$ cat config.mk
export PLATFORM = sky130hd
export DESIGN_NAME = pipe_skid_latch
export DESIGN_NICKNAME = d
export VERILOG_FILES = /design/src/rtl/pipe_skid_latch.sv
export SDC_FILE = /design/constraint.sdc
export NUM_CORES = 1
export LEC_CHECK = 0
export CAP_MARGIN = 15
export CORE_UTILIZATION = 45
export CTS_CLUSTER_DIAMETER = 30
export DETAILED_ROUTE_END_ITERATION = 16
export GPL_TIMING_DRIVEN = 0
export PLACE_DENSITY = 0.81
export SETUP_SLACK_MARGIN = 0.02
export SYNTH_ARGS = -nofsm -noshare
export SYNTH_HDL_FRONTEND = slang
export SYNTH_SLANG_ARGS = --single-unit
$ cat constraint.sdc
create_clock -name CLK -period 2.36 [get_ports CLK]
set_clock_uncertainty 0.1 [all_clocks]
set_input_delay 0.354 -clock CLK [delete_from_list [all_inputs] [get_ports CLK]]
set_output_delay 0.354 -clock CLK [all_outputs]
set_load 0.02 [all_outputs]
$ cat src/rtl/pipe_skid_latch.sv
// Two-entry pipeline skid latch between two pipeline stages.
// The head entry drives the downstream stage and the forwarding view.
// The skid entry absorbs one extra transfer while downstream is stalled.
// Every output comes straight from a flop. in_ready therefore depends only
// on held state, never on out_ready or in_valid in the same cycle.
// A saturating counter tracks how many cycles the head was back-pressured.
module pipe_skid_latch #(
  parameter int DW  = 96,
  parameter int SCW = 16
) (
  input  logic           CLK,
  input  logic           RST,
  input  logic           in_valid,
  output logic           in_ready,
  input  logic [DW-1:0]  in_data,
  input  logic           in_wen,
  input  logic [4:0]     in_rw,
  input  logic           flush,
  output logic           out_valid,
  input  logic           out_ready,
  output logic [DW-1:0]  out_data,
  output logic           fwd_wen,
  output logic [4:0]     fwd_rw,
  output logic [1:0]     occ,
  output logic [SCW-1:0] stall_cnt
);

  // Occupancy encodings used throughout the next-state logic.
  localparam logic [1:0] OCC_EMPTY = 2'd0;
  localparam logic [1:0] OCC_ONE   = 2'd1;
  localparam logic [1:0] OCC_FULL  = 2'd2;

  // Saturating increment: the counter holds at all-ones instead of wrapping.
  function automatic logic [SCW-1:0] sat_inc(input logic [SCW-1:0] value);
    logic [SCW-1:0] result;
    if (value == {SCW{1'b1}}) begin
      result = value;
    end else begin
      result = value + SCW'(1);
    end
    return result;
  endfunction

  // Held state. An empty slot is kept all-zero, so the head flops can feed
  // the outputs directly and an empty latch shows a bubble.
  logic [DW-1:0]  head_data_r;
  logic           head_wen_r;
  logic [4:0]     head_rw_r;
  logic [DW-1:0]  skid_data_r;
  logic           skid_wen_r;
  logic [4:0]     skid_rw_r;
  logic [1:0]     occ_r;
  logic           out_valid_r;
  logic           in_ready_r;
  logic [SCW-1:0] stall_r;

  // Next-state values.
  logic [DW-1:0]  head_data_s;
  logic           head_wen_s;
  logic [4:0]     head_rw_s;
  logic [DW-1:0]  skid_data_s;
  logic           skid_wen_s;
  logic [4:0]     skid_rw_s;
  logic [1:0]     occ_s;
  logic [SCW-1:0] stall_s;

  // Handshake qualifiers. Flush overrides an incoming entry. A pop in the
  // flush cycle still counts, because downstream has already taken the head.
  logic push_s;
  logic pop_s;

  assign push_s = in_valid & in_ready_r & ~flush;
  assign pop_s  = out_valid_r & out_ready;

  // Slot movement: load, shift skid into head, or clear on flush.
  always_comb begin
    head_data_s = head_data_r;
    head_wen_s  = head_wen_r;
    head_rw_s   = head_rw_r;
    skid_data_s = skid_data_r;
    skid_wen_s  = skid_wen_r;
    skid_rw_s   = skid_rw_r;
    occ_s       = occ_r;

    if (flush || (occ_r == 2'd3)) begin
      // Squash, or recovery from an unreachable occupancy code.
      head_data_s = {DW{1'b0}};
      head_wen_s  = 1'b0;
      head_rw_s   = 5'd0;
      skid_data_s = {DW{1'b0}};
      skid_wen_s  = 1'b0;
      skid_rw_s   = 5'd0;
      occ_s       = OCC_EMPTY;
    end else begin
      case ({push_s, pop_s})
        2'b10: begin
          // Push only: fill the first free slot.
          case (occ_r)
            OCC_EMPTY: begin
              head_data_s = in_data;
              head_wen_s  = in_wen;
              head_rw_s   = in_rw;
              occ_s       = OCC_ONE;
            end
            OCC_ONE: begin
              skid_data_s = in_data;
              skid_wen_s  = in_wen;
              skid_rw_s   = in_rw;
              occ_s       = OCC_FULL;
            end
            default: begin
              occ_s = occ_r;
            end
          endcase
        end
        2'b01: begin
          // Pop only: the skid entry, if any, moves up to head.
          case (occ_r)
            OCC_ONE: begin
              head_data_s = {DW{1'b0}};
              head_wen_s  = 1'b0;
              head_rw_s   = 5'd0;
              occ_s       = OCC_EMPTY;
            end
            OCC_FULL: begin
              head_data_s = skid_data_r;
              head_wen_s  = skid_wen_r;
              head_rw_s   = skid_rw_r;
              skid_data_s = {DW{1'b0}};
              skid_wen_s  = 1'b0;
              skid_rw_s   = 5'd0;
              occ_s       = OCC_ONE;
            end
            default: begin
              occ_s = occ_r;
            end
          endcase
        end
        2'b11: begin
          // Push and pop together: occupancy is unchanged and the queue
          // advances by one slot.
          case (occ_r)
            OCC_ONE: begin
              head_data_s = in_data;
              head_wen_s  = in_wen;
              head_rw_s   = in_rw;
            end
            OCC_FULL: begin
              head_data_s = skid_data_r;
              head_wen_s  = skid_wen_r;
              head_rw_s   = skid_rw_r;
              skid_data_s = in_data;
              skid_wen_s  = in_wen;
              skid_rw_s   = in_rw;
            end
            default: begin
              occ_s = occ_r;
            end
          endcase
        end
        default: begin
          occ_s = occ_r;
        end
      endcase
    end
  end

  // The stall counter advances whenever a valid head is refused downstream.
  // A flush does not clear it.
  always_comb begin
    if (out_valid_r && !out_ready) begin
      stall_s = sat_inc(stall_r);
    end else begin
      stall_s = stall_r;
    end
  end

  // State and registered outputs. Reset overrides flush, push and pop.
  always_ff @(posedge CLK) begin
    if (RST) begin
      head_data_r <= {DW{1'b0}};
      head_wen_r  <= 1'b0;
      head_rw_r   <= 5'd0;
      skid_data_r <= {DW{1'b0}};
      skid_wen_r  <= 1'b0;
      skid_rw_r   <= 5'd0;
      occ_r       <= OCC_EMPTY;
      out_valid_r <= 1'b0;
      in_ready_r  <= 1'b1;
      stall_r     <= {SCW{1'b0}};
    end else begin
      head_data_r <= head_data_s;
      head_wen_r  <= head_wen_s;
      head_rw_r   <= head_rw_s;
      skid_data_r <= skid_data_s;
      skid_wen_r  <= skid_wen_s;
      skid_rw_r   <= skid_rw_s;
      occ_r       <= occ_s;
      out_valid_r <= (occ_s != OCC_EMPTY);
      in_ready_r  <= (occ_s != OCC_FULL);
      stall_r     <= stall_s;
    end
  end

  assign in_ready  = in_ready_r;
  assign out_valid = out_valid_r;
  assign out_data  = head_data_r;
  assign fwd_wen   = head_wen_r;
  assign fwd_rw    = head_rw_r;
  assign occ       = occ_r;
  assign stall_cnt = stall_r;

endmodule

Word-level counts from Yosys, hierarchy flattened

Index checks and enable logic that the tools add are counted.

Register bits after elaboration: 224
Bits in latches: 0
Memory bits (writable): 0
Memory bits (read-only): 0
Input port bits: 107
Output and inout bits: 122
Logic and storage cells: 68
Memories kept: 0

$add $sub $neg: 1
Multipliers: 0
Divide/modulo/power cells: 0
Magnitude comparators: 0
Equality and inequality tests: 14
Shift-type cells: 0
Multiplexer cells: 28
Bitwise operators: 5
Reduce and logical (&&, ||, !) cells: 10

Operators with widths:

| operator                                                              | count |
|---|---|
| 96-bit case mux with 3 select lines                                   | 2 |
| 96-bit 2-to-1 mux                                                     | 4 |
| 96-bit case mux with 2 select lines                                   | 2 |
| 5-bit case mux with 3 select lines                                    | 2 |
| 5-bit 2-to-1 mux                                                      | 4 |
| 5-bit case mux with 2 select lines                                    | 2 |
| 16-bit by 1-bit adder with 16-bit output, second input constant       | 1 |
| 16-bit equality test, second input constant                           | 1 |
| 2-bit case mux with 2 select lines                                    | 3 |
| 2-bit equality test, second input constant                            | 4 |
| 4-bit AND reduction                                                   | 2 |
| 2-bit != test, second input constant                                  | 3 |
| 1-bit case mux with 3 select lines                                    | 2 |
| 2-bit by 1-bit equality test with 1-bit output, second input constant | 2 |
| 1-bit 2-to-1 mux                                                      | 4 |
| 2-bit by 1-bit != test with 1-bit output, second input constant       | 2 |
| 1-bit case mux with 2 select lines                                    | 2 |
| 1-bit bitwise AND                                                     | 3 |
| 3-bit by 1-bit != test with 1-bit output, second input constant       | 1 |
| 3-bit != test, second input constant                                  | 1 |
| 3-bit nonzero test                                                    | 1 |
| 2-bit zero test                                                       | 1 |
| 2-bit 2-to-1 mux                                                      | 1 |
| 1-bit NOT                                                             | 2 |
| 6 further kinds                                                       | 6 |

Longest topological paths before layout

Gate-level depths: netlist (run 1).

Word-level depth: 6
Mapped depth: 10
Gate-level depth less buffers: 8

Worst setup path before layout (run 1)

OpenSTA, ideal clock, no wires.

Path kind: register to register
Start: reg occ_r[0], in the netlist occ[0]
End: reg head_rw_r[0], in the netlist fwd_rw[0]
Setup time: 0.137 ns
Arrival time: 2.203 ns
Required time: 2.123 ns
Path slack: -0.081 ns
Cell stages (with the launch flop): 8
Path buffers: 2
Period minus slack after synthesis: 2.441 ns
Cells stage by stage: dfxtp_1 inv_1 ha_1 inv_1 a2111oi_2 clkbuf_1 buf_1 a211oi_1

Longest elaborated chain between the ends: 3
Elaborated cells on any way between the ends: 13
Classes of those cells: 6 x eq/ne; 3 x mux; 4 x reduce/logical

Ends and longest elaborated chain:

| element                                                    | RTL line | source |
|---|---|---|
| from (decl)                                                | 52       | `logic [1:0] occ_r;` |
| from (signal assigned)                                     | 198      | `occ_r <= occ_s;` |
| 2-bit equality test (tied with other cells)                | 118, 142 |  |
| 5-bit case mux with 2 select lines (tied with other cells) | 142      | `case (occ_r)` |
| 5-bit case mux with 3 select lines (tied with other cells) | 95       | `case ({push_s, pop_s})` |
| to (signal assigned)                                       | 194      | `head_rw_r <= head_rw_s;` |
| to (decl)                                                  | 48       | `logic [4:0] head_rw_r;` |

Several ways; a longest one is shown, not always the timed one.
A chain may end at the register's enable or synchronous reset.

Worst setup path after layout (run 1)

Start: reg out_valid_r, in the netlist out_valid
End: reg head_data_r[41], in the netlist out_data[41]

Longest elaborated chain between the ends: 4
Elaborated cells on any way between the ends: 10
Classes of those cells: 6 x eq/ne; 1 x mux; 1 x bitwise; 2 x reduce/logical

Ends and longest elaborated chain:

| element                                                                                      | RTL line | source |
|---|---|---|
| from (decl)                                                                                  | 53       | `logic out_valid_r;` |
| from (signal assigned)                                                                       | 199      | `out_valid_r <= (occ_s != OCC_EMPTY);` |
| 1-bit bitwise AND *                                                                          | 73       | `assign pop_s = out_valid_r & out_ready;` |
| 2-bit by 1-bit equality test with 1-bit output / 2-bit equality test (equally long branches) | 95       |  |
| 3-bit != test (no line) (tied with other cells)                                              | n/a      |  |
| 4-bit AND reduction (no line)                                                                | n/a      |  |
| to (signal assigned)                                                                         | 181      | `head_data_r <= {DW{1'b0}};` |
| to (signal assigned)                                                                         | 192      | `head_data_r <= head_data_s;` |
| to (decl)                                                                                    | 46       | `logic [DW-1:0] head_data_r;` |

Every way passes the cells marked *; elsewhere a longest branch is shown, timed or not.

==> qor.csv, run 1 <==
metric;value;unit
cts_tree;done;
grt.overflow.total;0;
whs;0.1232;ns
synth_cell_type_count;41;
rsz0062_at_grt;yes;
drc_errors;0;
placed_cell_area;11870;um2
layout_setup_ws;0.09553;ns
avgRoutedWirePerCell;17.71;um
routed_via_density;5.606;
met2_length;14010;um
path_buf_inv;4;
power_density;856.9;nW/um2
synthArstFlopShare;0;%
status;completed;
port_buffers;227;
synth_area;9246;um2
post-route-min-period;2.264;ns
tightest_slew;0.7957;ns
track_usage;26.45;%
numClockSinks;224;
grt_pass1_vias;8980;
antenna_found_initial;2;
cts_root_buf;clkbuf_16;
vias;9199;
peakVddDrop;0.5132;mV
die_w;145.3;um
top_layer;met4;
design_area;14070;um2
wl_met3;1715;um
rows;52;
avgSynthCellArea;8.748;um2
synth.top_cells.by_count;224 x dfxtp_1, 116 x a21oi_1, 113 x nand2_1;
die_height;145.3;um
drt_iter0_drc;655;
drive_gt1_share;14.96;%
ys_ff_latch;224;
worstPathRequired;2.67;ns
grt_pass1_wl;45750;um
cts_max_level;2;
cp-start-kind;flip-flop;
netlist.area_leader.share;48.50;%
finalHoldViolations;0;
crit_slowest_cell;dfxtp_2;
die_area;21130;um2
cap_violations;0;
wirelength;29060;um
p_leak;4.874;nW
m1WireLength;12370;um
pre_cts_ws;-1.321;ns
slew_violations;0;
crit_path_cell_trace;and2_4 > inv_1 > ha_1 > nor2b_4 > a2111oi_4 > buf_4 > buf_4 > clkbuf_8 > nor2_1 > a211oi_1;
yosys_most_used_dff;dfxtp_1;
grt_max_degree;12;
num-fill-cells;1547;
core_area;20170;um2
cp.arrival;2.58;ns
synth-seq-area-share;48.50;%
hold_path.class;primary input to flip-flop;
clkLatencyLatePin;0.52;ns
place_hpwl;19080;um
cts_buffers;44;
timing.fmax;441.6;MHz
cts.clk_slew.worst_paths;0.04;ns
crit_family;buffers and inverters;
postRouteAntennaNets;0;
synth_most_common_cell;dfxtp_1;
final-seq-area;4491;um2
synthCells;1057;
period_share;95.95;%
synth_area_leaders;dfxtp_1 48%, a211oi_1 8.4%, a22oi_1 8.3%;
clock_tree.buffer_depth;3;
setup_viol;0;
place.gp.congestion;0.8638;
cts_hold_buf;0;
cp_max_fo;10;
synth_nets;1174;
io_pins;229;
drt_first_pass_iters;7;
start_util;45.84;%
syn2layout_area_growth;52.14;%
final_nets;1454;
cp_common_cell;buf_4;
synth_edf_count;0;
slew_headroom;46.46;%
multi_input_area;4601;um2
crit_type;flip-flop to flip-flop;
yosys_warnings;0;
cpPeakStageDelay;0.36;ns
tns;0;ns
cp-end-kind;flip-flop;
yosysTopAreaCell;dfxtp_1;
[registers in the layout (all words and copies together), names as in the netlist]
| name | count |
|---|---|
| fwd_wen | 1 |
| stall_cnt | 16 |
| skid_rw_r | 5 |
| occ | 2 |
| skid_wen_r | 1 |
| out_valid | 1 |
| out_data | 96 |
| fwd_rw | 5 |
| skid_data_r | 96 |
| in_ready | 1 |
[per-stage QoR]
stage          utilization (%)  instances  power, mW
2_1_floorplan                -       1057      4.699
3_3_place_gp             58.85       1554      5.248
3_5_place_dp             58.85       1554      5.266
4_1_cts                  68.13       1639      12.03
5_1_grt                  69.75       1641      12.41
6_report                 69.75       1641      12.05
[what timing repair did]
action                     CTS  global route
cloned                       1             0
setup buffers                5             1
setup endpoints to repair  204           203
pin swaps                    2             3
gates resized for setup     94           116
[layout by cell type (no fill, tap or decap), types with 6 or more instances in the layout]
cell type / Yosys / routed
clkdlybuf4s50_1: 0 / 226
dfxtp_1: 224 / 221
a21oi_1: 116 / 116
nand2_1: 113 / 113
nor2_1: 107 / 106
nand3b_1: 102 / 102
a22oi_1: 102 / 102
a211oi_1: 104 / 67
clkbuf_16: 0 / 45
clkbuf_1: 77 / 38
a211oi_2: 0 / 37
clkbuf_4: 0 / 20
buf_4: 0 / 14
clkbuf_2: 0 / 12
clkbuf_8: 0 / 12
bufinv_16: 0 / 10
buf_2: 14 / 9
buf_6: 0 / 9
clkinv_2: 0 / 9
inv_1: 9 / 8
or4_1: 7 / 7
o31ai_1: 7 / 7
o21ai_0: 7 / 6
nand3_1: 6 / 6
or3_1: 6 / 6
ha_1: 10 / 6
[layer usage]
metal	GRT usage [%]	vias up
met3	4.922	67
met4	12.05	0
met2	43.80	332
li1	-	4424
met5	0	-
met1	33.50	4376
[area by class of cell]
cell class	count	share of cell area (%)
multi-input cells	722	32.70
flip-flops and latches	224	31.92
repair buffers	234	16.65
clock buffers	55	8.556
plain buffers	102	4.741
clock inverters	24	2.766
well taps	270	2.402
inverters	9	0.2402
diodes	1	0.01779
[final timing paths]
path | startpoint | endpoint | slack (ns) | cells past startpoint
hold reg to reg | skid_data_r[51]$_SDFFE_PP0P_ | skid_data_r[51]$_SDFFE_PP0P_ | 0.35 | 2
hold / removal | RST | stall_cnt[15]$_SDFFE_PP0P_ | 0.12 | 2
setup reg to reg | out_valid$_SDFF_PP0_ | out_data[41]$_SDFFE_PP0P_ | 0.1 | 10
setup / recovery | out_valid$_SDFF_PP0_ | out_data[41]$_SDFFE_PP0P_ | 0.1 | 10
[where the power goes]
group | leakage, nW | switching [mW] | internal (mW) | total [mW]
logic | 2.27 | 0.749 | 0.627 | 1.38
registers | 1.82 | 0.0693 | 3.92 | 3.99
clock network | 0.789 | 2.01 | 4.68 | 6.69
total | 4.87 | 2.83 | 9.23 | 12.1
[cell families after synthesis]
logic type               share of synthesized area (%)
multiplexers                                    0.2165
adder cells (fa/ha/maj)                          1.353
XOR/XNOR                                       0.09474
AND/OR/NAND/NOR                                  20.42
AO/OA/AOI/OAI                                    24.72
flip-flops                                       48.50
buffers and inverters                            4.696
Power figures use the tool's default switching activity.
==> run 2: changes to the inputs <==
--- a/config.mk
+++ b/config.mk
@@ -12,6 +12,7 @@
 export GPL_TIMING_DRIVEN = 0
 export PLACE_DENSITY = 0.81
 export SETUP_SLACK_MARGIN = 0.02
+export SKIP_LAST_GASP = 1
 export SYNTH_ARGS = -nofsm -noshare
 export SYNTH_HDL_FRONTEND = slang
 export SYNTH_SLANG_ARGS = --single-unit
==> results of run 2 <==
Final layout, timing and power as in run 1 (identical DEF).
==> run 3: changes to the inputs <==
--- a/config.mk
+++ b/config.mk
@@ -6,6 +6,7 @@
 export NUM_CORES = 1
 export LEC_CHECK = 0
 export CAP_MARGIN = 15
+export CORE_MARGIN = 2
 export CORE_UTILIZATION = 45
 export CTS_CLUSTER_DIAMETER = 30
 export DETAILED_ROUTE_END_ITERATION = 16
==> run 3 against run 2 <==
Effect of this change: final area decreased by 0.12%; clock-buffer cell count increased by 4; via count increased by 0.82%; sequential power about the same; largest cell class is now registers; largest power group unchanged.
==> qor.csv, run 3 (synthesized netlist as in run 1, its figures left out) <==
metric;value;unit;change
grt.overflow.total;0;;unchanged
core_area;20170;um2;unchanged
swShare;23.79;%;+0.35 points
drc_errors;0;;unchanged
rsz0062_at_grt;yes;;
final_cell_mix;226 x clkdlybuf4s50_1, 221 x dfxtp_1, 116 x a21oi_1, 113 x nand2_1, 106 x nor2_1;;
avgRoutedWirePerCell;17.87;um;+0.91%
drt_first_pass_iters;5;;-2
status;completed;;
die_w;147.3;um;+1.4%
hold_path.class;primary input to flip-flop;;
cp_max_fo;10;;unchanged
final_nets;1458;;+0.28%
final_common_cell;clkdlybuf4s50_1;;
grt_max_degree;12;;unchanged
pwr-share-clk;56.3;%;+0.8 points
cts_max_level;2;;unchanged
whs;0.1574;ns;+0.03422 ns
wirelength;29430;um;+1.3%
p_int;9.281;mW;+0.57%
p_switching;2.898;mW;+2.5%
clock_tree.buffer_depth;3;;unchanged
cap_violations;0;;unchanged
slew_headroom;52.61;%;+6.1 points
worstPathRequired;2.68;ns;about the same
setup_viol;0;;unchanged
post-route-min-period;2.285;ns;+0.02034 ns
cp-end-kind;flip-flop;;
routed_via_density;5.631;;+0.45%
syn2layout_area_growth;51.95;%;
cts_root_buf;clkbuf_16;;
power_density;866.8;nW/um2;+1.2%
power_frac_comb;11.0;%;-0.4 points
die_area;21710;um2;+2.8%
rows;52;;unchanged
peakVddDrop;0.5183;mV;+0.99%
p_seq_share;32.7;%;-0.4 points
num-fill-cells;1554;;+0.45%
finalHoldViolations;0;;unchanged
tightest_slew;0.7108;ns;-0.08490 ns
place_hpwl;19250;um;+0.86%
io_pins;229;;unchanged
period_share;96.81;%;+0.86 points
numClockSinks;224;;unchanged
track_usage;25.73;%;-0.72 points
cts_buffers;45;;+2.3%
cp.arrival;2.60;ns;+0.02 ns
die_height;147.3;um;+1.4%
grt_pass1_vias;8804;;-2.0%
place.gp.congestion;0.8582;;-0.65%
cts_hold_buf;0;;unchanged
fin_util;69.66;%;-0.087 points
p_leak;4.886;nW;+0.24%
postRouteAntennaNets;0;;unchanged
grt_pass1_wl;45710;um;about the same
timing.fmax;437.7;MHz;-0.89%
drt_iter0_drc;640;;-2.3%
vias;9274;;+0.82%
cp-start-kind;flip-flop;;
drive_gt1_share;14.09;%;-0.87 points
antenna_found_initial;0;;-2
cts_tree;done;;
start_util;45.84;%;unchanged
slew_violations;0;;unchanged
crit_type;flip-flop to flip-flop;;
diodes;0;;-1
cts.clk_slew.worst_paths;0.05;ns;about the same
port_buffers;227;;unchanged
clkLatencyLatePin;0.52;ns;about the same
run 3: cell count changes in the layout (fill, tap and decap cells not counted), moves of 4 or more:
cell	before	now
a211oi_1	67	90
a211oi_2	37	14
buf_2	9	15
buf_6	9	20
clkbuf_1	38	33
clkbuf_2	12	16
clkbuf_4	20	13
clkinv_2	9	3
clkinvlp_4	0	8
run 3: power by group through the flow:
stage / sequential (mW) / clock (mW) / combinational, mW
final: 3.99 / 6.85 / 1.34
after detailed placement: 4.06 / 0 / 1.21
after global routing: 4.00 / 7.12 / 1.44
after CTS: 3.99 / 6.91 / 1.28
after floorplan: 4.15 / 0 / 0.552
after global placement: 4.05 / 0 / 1.19
run 3: worst paths after layout:
path / cells past startpoint / endpoint / from / slack, ns
setup / recovery: 10 / out_data[80]$_SDFFE_PP0P_ / out_valid$_SDFF_PP0_ / 0.08
hold / removal: 2 / stall_cnt[2]$_SDFFE_PP0P_ / RST / 0.16
setup reg to reg: 10 / out_data[80]$_SDFFE_PP0P_ / out_valid$_SDFF_PP0_ / 0.08
hold reg to reg: 2 / skid_data_r[11]$_SDFFE_PP0P_ / skid_data_r[11]$_SDFFE_PP0P_ / 0.35
run 3: worst max-delay path, stage by stage (launching register included):
cell	delay, ns
dfxtp_2	0.34
and2_4	0.17
buf_4	0.14
ha_4	0.17
nor3b_4	0.15
a2111oi_4	0.29
buf_6	0.18
clkbuf_16	0.17
buf_6	0.15
nor2_1	0.05
a211oi_1	0.26
run 3: routing by layer:
layer,vias to the layer above,routed length (um),global-route usage [%]
li1,4430,-,-
met1,4430,12540,32.84
met2,346,14050,42.76
met3,68,1870,5.497
met4,0,970,10.00
met5,-,0,0
run 3: final cells by class:
type,instances,area [um2],area share (%)
sequential,224,4491,31.96
timing repair buffer,237,2351,16.73
clock inverter,24,359.1,2.556
clock buffer,59,1301,9.262
inverter,9,33.78,0.2404
buffer,102,688.2,4.898
tap,270,337.8,2.404
multi-input combinational,722,4488,31.94
run 3: through the flow:
stage	power, mW	setup WS, ns	instance area, um2	setup TNS [ns]	instances
after floorplan	4.699	0.008019	9260	0	1057
after global placement	5.247	-1.228	11870	-203.33	1554
after detailed placement	5.264	-1.321	11870	-212.08	1554
after CTS	12.18	-0.006479	13760	-0.01177	1640
after global routing	12.55	-0.003680	14050	-0.005545	1647
final	12.18	0.07518	14050	0	1647
run 3: timing repair:
item                       4_1_cts  5_1_grt
buffers inserted                 3        5
resized for setup               92      106
gates cloned                     0        2
pin swaps                        2        7
setup endpoints to repair      204      209
